[config.mk]
export PLATFORM = sky130hd
export DESIGN_NAME = fp_add_pipe_flat
export DESIGN_NICKNAME = d
export VERILOG_FILES = /design/src/rtl/fp_add_pipe_if.sv /design/src/rtl/fp_add_pipe.sv /design/src/flat_wrapper.sv
export SDC_FILE = /design/constraint.sdc
export NUM_CORES = 2
export LEC_CHECK = 0
export CORE_MARGIN = 5
export CORE_UTILIZATION = 63
export DETAILED_ROUTE_END_ITERATION = 10
export PLACE_DENSITY = 0.94
export SLEW_MARGIN = 10
export SYNTH_ARGS = -nofsm -noshare
export SYNTH_HDL_FRONTEND = slang
export SYNTH_SLANG_ARGS = --single-unit
[constraint.sdc]
create_clock -name clk -period 7.1 [get_ports clk]
set_input_delay 0.71 -clock clk [delete_from_list [all_inputs] [get_ports clk]]
set_output_delay 0.71 -clock clk [all_outputs]
set_load 0.01 [all_outputs]
[src/rtl/fp_add_pipe_if.sv]
// Operand/result bundle for the pipelined FP add/subtract core.
// Core uses the slave modport; the operand producer / result consumer uses master.
interface fp_add_pipe_if #(
    parameter int EW = 11,
    parameter int FW = 52
);
    // Operand side
    logic          in_valid;
    logic          in_ready;
    logic [FW:0]   fa;
    logic [FW:0]   fb;
    logic [EW-1:0] ea;
    logic [EW-1:0] eb;
    logic          sa;
    logic          sb;
    logic          sub;
    logic [3:0]    fla;
    logic [3:0]    flb;
    logic [FW:0]   nan;
    logic [1:0]    RM;

    // Result side
    logic          out_valid;
    logic          out_ready;
    logic [EW-1:0] es;
    logic [FW+4:0] fs;
    logic          ss;
    logic [3:0]    fls;
    logic [FW:0]   nan_out;

    modport master (
        output in_valid, fa, fb, ea, eb, sa, sb, sub, fla, flb, nan, RM, out_ready,
        input  in_ready, out_valid, es, fs, ss, fls, nan_out
    );

    modport slave (
        input  in_valid, fa, fb, ea, eb, sa, sb, sub, fla, flb, nan, RM, out_ready,
        output in_ready, out_valid, es, fs, ss, fls, nan_out
    );
endinterface

[src/rtl/fp_add_pipe.sv]
// 3-stage pipelined floating-point add/subtract on unpacked operands.
// S1 aligns the smaller operand, S2 adds/subtracts significands, S3 resolves
// sign and special-case flags. Result is unrounded (integer bits, fraction,
// guard/round/sticky) for a downstream normalise/round stage.
module fp_add_pipe #(
    parameter int EW = 11,
    parameter int FW = 52
) (
    input logic           clk,
    input logic           rst,
    fp_add_pipe_if.slave  bus
);
    // Aligned significand width: hidden bit + fraction + guard/round/sticky
    localparam int          SW   = FW + 4;
    localparam logic [SW-1:0] ONES = '1;

    logic advance;

    // S1 combinational alignment signals
    logic          sbe;
    logic          swap;
    logic [EW:0]   d;
    logic [EW-1:0] e_max;
    logic [FW:0]   f_lg;
    logic [FW:0]   f_sm;
    logic          s_lg;
    logic          s_sm;
    logic [SW-1:0] sm_ext;
    logic [SW-1:0] sm_shift;
    logic          sm_sticky;

    // S1 registers
    logic          v1;
    logic [EW-1:0] es1;
    logic [SW-1:0] lg1;
    logic [SW-1:0] sm1;
    logic          sl1;
    logic          ssm1;
    logic          sa1;
    logic          sbe1;
    logic [2:0]    fla1;
    logic [2:0]    flb1;
    logic [FW:0]   nan1;
    logic [1:0]    rm1;

    // S2 combinational add signals
    logic [SW:0]   raw_sum;
    logic [SW:0]   mag;
    logic          neg;
    logic          ss_tent;

    // S2 registers
    logic          v2;
    logic [EW-1:0] es2;
    logic [SW:0]   sum2;
    logic          ss2;
    logic          fszero2;
    logic          sa2;
    logic          sbe2;
    logic [2:0]    fla2;
    logic [2:0]    flb2;
    logic [FW:0]   nan2;
    logic [1:0]    rm2;

    // S3 combinational flag/sign signals
    logic inv;
    logic nans;
    logic infs;
    logic zero;
    logic ss_sel;

    // Operand ZERO flags are not needed: zero results come from the sum itself
    logic unused_zero_flags;
    assign unused_zero_flags = &{1'b0, bus.fla[3], bus.flb[3]};

    // Whole pipe shifts together unless the output register is full and blocked
    always_comb begin
        advance      = !bus.out_valid || bus.out_ready;
        bus.in_ready = advance;
    end

    // S1: pick the larger-exponent operand and right-shift the other with sticky
    always_comb begin
        sbe  = bus.sb ^ bus.sub;
        swap = bus.ea < bus.eb;
        if (swap) begin
            f_lg  = bus.fb;
            f_sm  = bus.fa;
            s_lg  = sbe;
            s_sm  = bus.sa;
            e_max = bus.eb;
            d     = {1'b0, bus.eb} - {1'b0, bus.ea};
        end else begin
            f_lg  = bus.fa;
            f_sm  = bus.fb;
            s_lg  = bus.sa;
            s_sm  = sbe;
            e_max = bus.ea;
            d     = {1'b0, bus.ea} - {1'b0, bus.eb};
        end
        sm_ext = {f_sm, 3'b000};
        if (32'(d) >= 32'(SW)) begin
            sm_shift  = '0;
            sm_sticky = |f_sm;
        end else begin
            sm_shift  = sm_ext >> d;
            sm_sticky = |(sm_ext & ~(ONES << d));
        end
    end

    // S1 register stage
    always_ff @(posedge clk) begin
        if (rst) begin
            v1   <= 1'b0;
            es1  <= '0;
            lg1  <= '0;
            sm1  <= '0;
            sl1  <= 1'b0;
            ssm1 <= 1'b0;
            sa1  <= 1'b0;
            sbe1 <= 1'b0;
            fla1 <= '0;
            flb1 <= '0;
            nan1 <= '0;
            rm1  <= '0;
        end else if (advance) begin
            v1   <= bus.in_valid;
            es1  <= e_max;
            lg1  <= {f_lg, 3'b000};
            sm1  <= {sm_shift[SW-1:1], sm_shift[0] | sm_sticky};
            sl1  <= s_lg;
            ssm1 <= s_sm;
            sa1  <= bus.sa;
            sbe1 <= sbe;
            fla1 <= bus.fla[2:0];
            flb1 <= bus.flb[2:0];
            nan1 <= bus.nan;
            rm1  <= bus.RM;
        end
    end

    // S2: signed significand add; a negative difference is negated and flips the sign
    always_comb begin
        if (sl1 != ssm1) begin
            raw_sum = {1'b0, lg1} - {1'b0, sm1};
        end else begin
            raw_sum = {1'b0, lg1} + {1'b0, sm1};
        end
        neg     = (sl1 != ssm1) && raw_sum[SW];
        mag     = neg ? (~raw_sum + 1'b1) : raw_sum;
        ss_tent = sl1 ^ neg;
    end

    // S2 register stage
    always_ff @(posedge clk) begin
        if (rst) begin
            v2      <= 1'b0;
            es2     <= '0;
            sum2    <= '0;
            ss2     <= 1'b0;
            fszero2 <= 1'b0;
            sa2     <= 1'b0;
            sbe2    <= 1'b0;
            fla2    <= '0;
            flb2    <= '0;
            nan2    <= '0;
            rm2     <= '0;
        end else if (advance) begin
            v2      <= v1;
            es2     <= es1;
            sum2    <= mag;
            ss2     <= ss_tent;
            fszero2 <= (mag == '0);
            sa2     <= sa1;
            sbe2    <= sbe1;
            fla2    <= fla1;
            flb2    <= flb1;
            nan2    <= nan1;
            rm2     <= rm1;
        end
    end

    // S3: special-case flags and final sign selection
    always_comb begin
        inv  = fla2[1] | flb2[1] | (fla2[2] & flb2[2] & (sa2 != sbe2));
        nans = fla2[0] | flb2[0] | inv;
        infs = (fla2[2] | flb2[2]) & !nans;
        zero = fszero2 & !infs & !nans;
        if (nans) begin
            ss_sel = 1'b0;
        end else if (infs) begin
            ss_sel = fla2[2] ? sa2 : sbe2;
        end else if (zero) begin
            ss_sel = (sa2 == sbe2) ? sa2 : (rm2 == 2'b11);
        end else begin
            ss_sel = ss2;
        end
    end

    // Output register stage; holds while the consumer stalls
    always_ff @(posedge clk) begin
        if (rst) begin
            bus.out_valid <= 1'b0;
            bus.es        <= '0;
            bus.fs        <= '0;
            bus.ss        <= 1'b0;
            bus.fls       <= '0;
            bus.nan_out   <= '0;
        end else if (advance) begin
            bus.out_valid <= v2;
            bus.es        <= es2;
            bus.fs        <= sum2;
            bus.ss        <= ss_sel;
            bus.fls       <= {zero, inv, infs, nans};
            bus.nan_out   <= nan2;
        end
    end
endmodule
[src/flat_wrapper.sv]
// flat-port wrapper written by rule: the top's interface ports become plain ports
module fp_add_pipe_flat 
#(
    parameter int EW = 11,
    parameter int FW = 52
)
  (clk, rst, bus_in_valid, bus_fa, bus_fb, bus_ea, bus_eb, bus_sa, bus_sb, bus_sub, bus_fla, bus_flb, bus_nan, bus_RM, bus_out_ready, bus_in_ready, bus_out_valid, bus_es, bus_fs, bus_ss, bus_fls, bus_nan_out);
  fp_add_pipe_if #(.EW(EW), .FW(FW)) bus_i ();
  input logic clk;
  input logic rst;
  input wire logic [$bits(bus_i.in_valid)-1:0] bus_in_valid;
  input wire logic [$bits(bus_i.fa)-1:0] bus_fa;
  input wire logic [$bits(bus_i.fb)-1:0] bus_fb;
  input wire logic [$bits(bus_i.ea)-1:0] bus_ea;
  input wire logic [$bits(bus_i.eb)-1:0] bus_eb;
  input wire logic [$bits(bus_i.sa)-1:0] bus_sa;
  input wire logic [$bits(bus_i.sb)-1:0] bus_sb;
  input wire logic [$bits(bus_i.sub)-1:0] bus_sub;
  input wire logic [$bits(bus_i.fla)-1:0] bus_fla;
  input wire logic [$bits(bus_i.flb)-1:0] bus_flb;
  input wire logic [$bits(bus_i.nan)-1:0] bus_nan;
  input wire logic [$bits(bus_i.RM)-1:0] bus_RM;
  input wire logic [$bits(bus_i.out_ready)-1:0] bus_out_ready;
  output wire logic [$bits(bus_i.in_ready)-1:0] bus_in_ready;
  output wire logic [$bits(bus_i.out_valid)-1:0] bus_out_valid;
  output wire logic [$bits(bus_i.es)-1:0] bus_es;
  output wire logic [$bits(bus_i.fs)-1:0] bus_fs;
  output wire logic [$bits(bus_i.ss)-1:0] bus_ss;
  output wire logic [$bits(bus_i.fls)-1:0] bus_fls;
  output wire logic [$bits(bus_i.nan_out)-1:0] bus_nan_out;
  assign bus_i.in_valid = bus_in_valid;
  assign bus_i.fa = bus_fa;
  assign bus_i.fb = bus_fb;
  assign bus_i.ea = bus_ea;
  assign bus_i.eb = bus_eb;
  assign bus_i.sa = bus_sa;
  assign bus_i.sb = bus_sb;
  assign bus_i.sub = bus_sub;
  assign bus_i.fla = bus_fla;
  assign bus_i.flb = bus_flb;
  assign bus_i.nan = bus_nan;
  assign bus_i.RM = bus_RM;
  assign bus_i.out_ready = bus_out_ready;
  assign bus_in_ready = bus_i.in_ready;
  assign bus_out_valid = bus_i.out_valid;
  assign bus_es = bus_i.es;
  assign bus_fs = bus_i.fs;
  assign bus_ss = bus_i.ss;
  assign bus_fls = bus_i.fls;
  assign bus_nan_out = bus_i.nan_out;
  fp_add_pipe #(.EW(EW), .FW(FW)) u_core (.clk(clk), .rst(rst), .bus(bus_i));
endmodule
==> run metrics <==
RSZ-0062 raised after global routing false; H-tree Lvls 2; placed cell count 4936; WL/cell 21.2 um; # port buffers 323; Die Ht 229 um; DIE AREA 52300 um2; Detailed Routing Iterations Pass 1 8; Fin Setup TNS 0 ps; worst slew pin tran 1030 ps; clk sink count 447; largest net degree at the start of global routing 194; final hold vios 0; main flop type after synthesis dfxtp_1; max_cap viols 0; DR vias/cell 6.49; min cycle time layout 6390 ps; Synth top area share 0.297; Rows 80; Syn Inst Count 4234; CTS Hold Buffers Added 0; first-pass GRT wire length 165000 um; Die Wd 229 um; post-synth net total 4565; Starting Density 0.634; share of layout cells above drive strength 1 0.0481; fin crit share 0.899; Max FO, Critical Path 4; area grow syn2layout 17.3%; Max Clk Rate 157 MHz; CP peak stage delay 610 ps; Unique masters post-synth 89; CP endpoint kind register; Pwr Density 246 nW/um2; Max clock buf depth 3; # diodes 0; utilization after layout 0.743; initial antenna violation count 1; Worst-path clk slew 70 ps; Skew-Pair Late Insertion Delay 620 ps; Rel. slew slack 0.310; maximum VDD drop 0.240 mV; # IOs 326; Pins Over Slew Limit 0; via count of the first global-routing pass 30500; CP Class reg2reg; CP Launch Type register; most common cell in the netlist nand2_1; 1st-iter DRT viols 3836; sequential fraction of the synthesis area 0.297; Finished Layout Cells 5020; worst r2r src u_core.lg1[3]; CORE AREA 47500 um2; Synth top cells by count 954 x nand2_1, 533 x a21oi_1, 447 x dfxtp_1; worst min-delay path class reg2reg; Routed Wire Length 106000 um; CP endpoint u_core.fszero2; clock root buffer clkbuf_16; Mean Syn Cell Area 7.12 um2; cell chain of the critical path ha_1, inv_1, fa_1, o21bai_1, o2111ai_1, a21boi_0, o21ai_0, a21o_1, a21oi_1, o21ai_0, or3_1, a211oi_1, nand4_1, and4bb_2, a21oi_1, xnor2_1, nand4_1, nor4_1, buf_4, a22o_1; # nets final 4699; yosys warns 0; routed via count 32600; WP data arrival 6930 ps; cell taking the most area after synthesis dfxtp_1; post-cts gate resize count 0; cell count of the worst reg-to-reg path 20; DRC Markers 0; post-CTS setup buffer count 0; TritonCTS clock tree built; Post-synth EDFFs 0; TritonCTS Buffers 45; Leak Pwr 0.0142 uW; run status finished clean; grt ovf 0; WP data required 7650 ps; Mapped Area 30100 um2; clk_skew 37.8 ps; critical path launch point u_core.lg1[3]; HPWL Detailed 78700 um; Setup-failing EPs final 0; slowest cell on the critical path dfxtp_1; Synth Register Bits 447; asr flop ratio synth 0; GPL Wtd Cong 1.01; Critical R2R Capture u_core.fszero2; Worst R2R Setup Slack 710 ps; Synth area leaders dfxtp_1 30%, nand2_1 12%, a21oi_1 8.9%; Total Routing Usage GR 0.384; Routed Antenna Nets 0
-- where the power goes --
part | leakage [uW] | switching, uW | internal, uW
clock | 0.000784 | 1070 | 1480
sequential | 0.00367 | 174 | 2740
combinational | 0.00977 | 2030 | 1200
total | 0.0142 | 3280 | 5420
-- metal layers --
metal  share of wire  vias up  routed length, um  GRT usage
li1                -    15200                  -          -
met1            0.38    15100              40900      0.485
met2            0.45     1876              48000      0.623
met3            0.11      377              11500     0.0857
met4           0.057        2               6040      0.183
met5        0.000085        -                  9          0
-- layout by cell type (no fill, tap or decap), types with 22 or more instances in the layout --
master / netlist / final
nand2_1: 954 / 954
a21oi_1: 533 / 533
dfxtp_1: 447 / 447
nor2_1: 341 / 341
clkdlybuf4s50_1: 0 / 322
mux2i_1: 180 / 179
o21ai_0: 159 / 158
inv_1: 156 / 155
ha_1: 130 / 129
nor3_1: 82 / 82
a311oi_1: 72 / 72
nand3_1: 67 / 67
a211oi_1: 63 / 63
xnor2_1: 68 / 62
buf_4: 0 / 57
nand4_1: 52 / 52
a31oi_1: 51 / 51
clkbuf_16: 0 / 45
xor2_1: 39 / 36
nor4_1: 36 / 36
o31ai_1: 35 / 34
o211ai_1: 31 / 31
nor2b_1: 31 / 30
a22oi_1: 29 / 29
a21o_1: 27 / 27
and3_1: 22 / 22
-- worst max-delay path, delay by kind of cell (launching register included) --
family / cells / cell delay (ps)
fa+ha+maj: 2 / 630
simple gates: 5 / 1710
compound gates: 10 / 2800
flops: 1 / 610
xor+xnor: 1 / 300
buf+inv: 2 / 260
-- registers in the layout, indices dropped and copies added (netlist names), 2 cells and up --
register and flops:
u_core.nan2 53, u_core.flb1 3, u_core.rm2 2, u_core.es2 11, u_core.es1 11, u_core.fla1 3, u_core.bus.fs 57, u_core.bus.nan_out 53
u_core.lg1 53, u_core.rm1 2, u_core.flb2 3, u_core.sum2 57, u_core.bus.es 11, u_core.bus.fls 4, u_core.nan1 53, u_core.sm1 56
u_core.fla2 3
-- worst min path at each step --
| stage | startpoint | endpoint | slack, ps | cells past startpoint |
|---|---|---|---|---|
| after floorplan | u_core.fla2[1] | u_core.fla2[1] | 430 | 2 |
| after global placement | u_core.bus.nan_out[42] | u_core.bus.nan_out[42] | 440 | 2 |
| after detailed placement | u_core.bus.nan_out[9] | u_core.bus.nan_out[9] | 440 | 2 |
| after CTS | u_core.sum2[55] | u_core.bus.fs[55] | 450 | 2 |
| after global routing | u_core.bus.nan_out[41] | u_core.bus.nan_out[41] | 460 | 2 |
| final | u_core.sum2[55] | u_core.bus.fs[55] | 440 | 2 |
-- stage by stage --
stage	power, uW	instance area, um2	worst slack, ps	hold WS [ps]
floorplan	5010	30100	2180	431
global placement	6010	33700	890	437
detailed placement	6070	33700	900	442
CTS	8610	35300	948	448
global route	9080	35300	362	460
finish	8700	35300	715	441
-- logic make-up after synthesis --
| family | Yosys count | synth area share |
|---|---|---|
| buffers and inverters | 458 | 0.0579 |
| adder cells (fa/ha/maj) | 133 | 0.0560 |
| AO/OA/AOI/OAI | 1196 | 0.248 |
| AND/OR/NAND/NOR | 1701 | 0.245 |
| flip-flops | 447 | 0.297 |
| multiplexers | 189 | 0.0639 |
| XOR/XNOR | 110 | 0.0327 |
-- layout make-up --
class                           instances  area (um2)
Multi-Input combinational cell       3329       19600
Fill cell                            3596       12200
Sequential cell                       447        8950
Timing Repair Buffer                  388        3830
Clock buffer                           62        1300
Tap cell                              615         769
Inverter                              157         597
Clock inverter                         22         308
No activity file was read; power rests on OpenSTA's default activity.
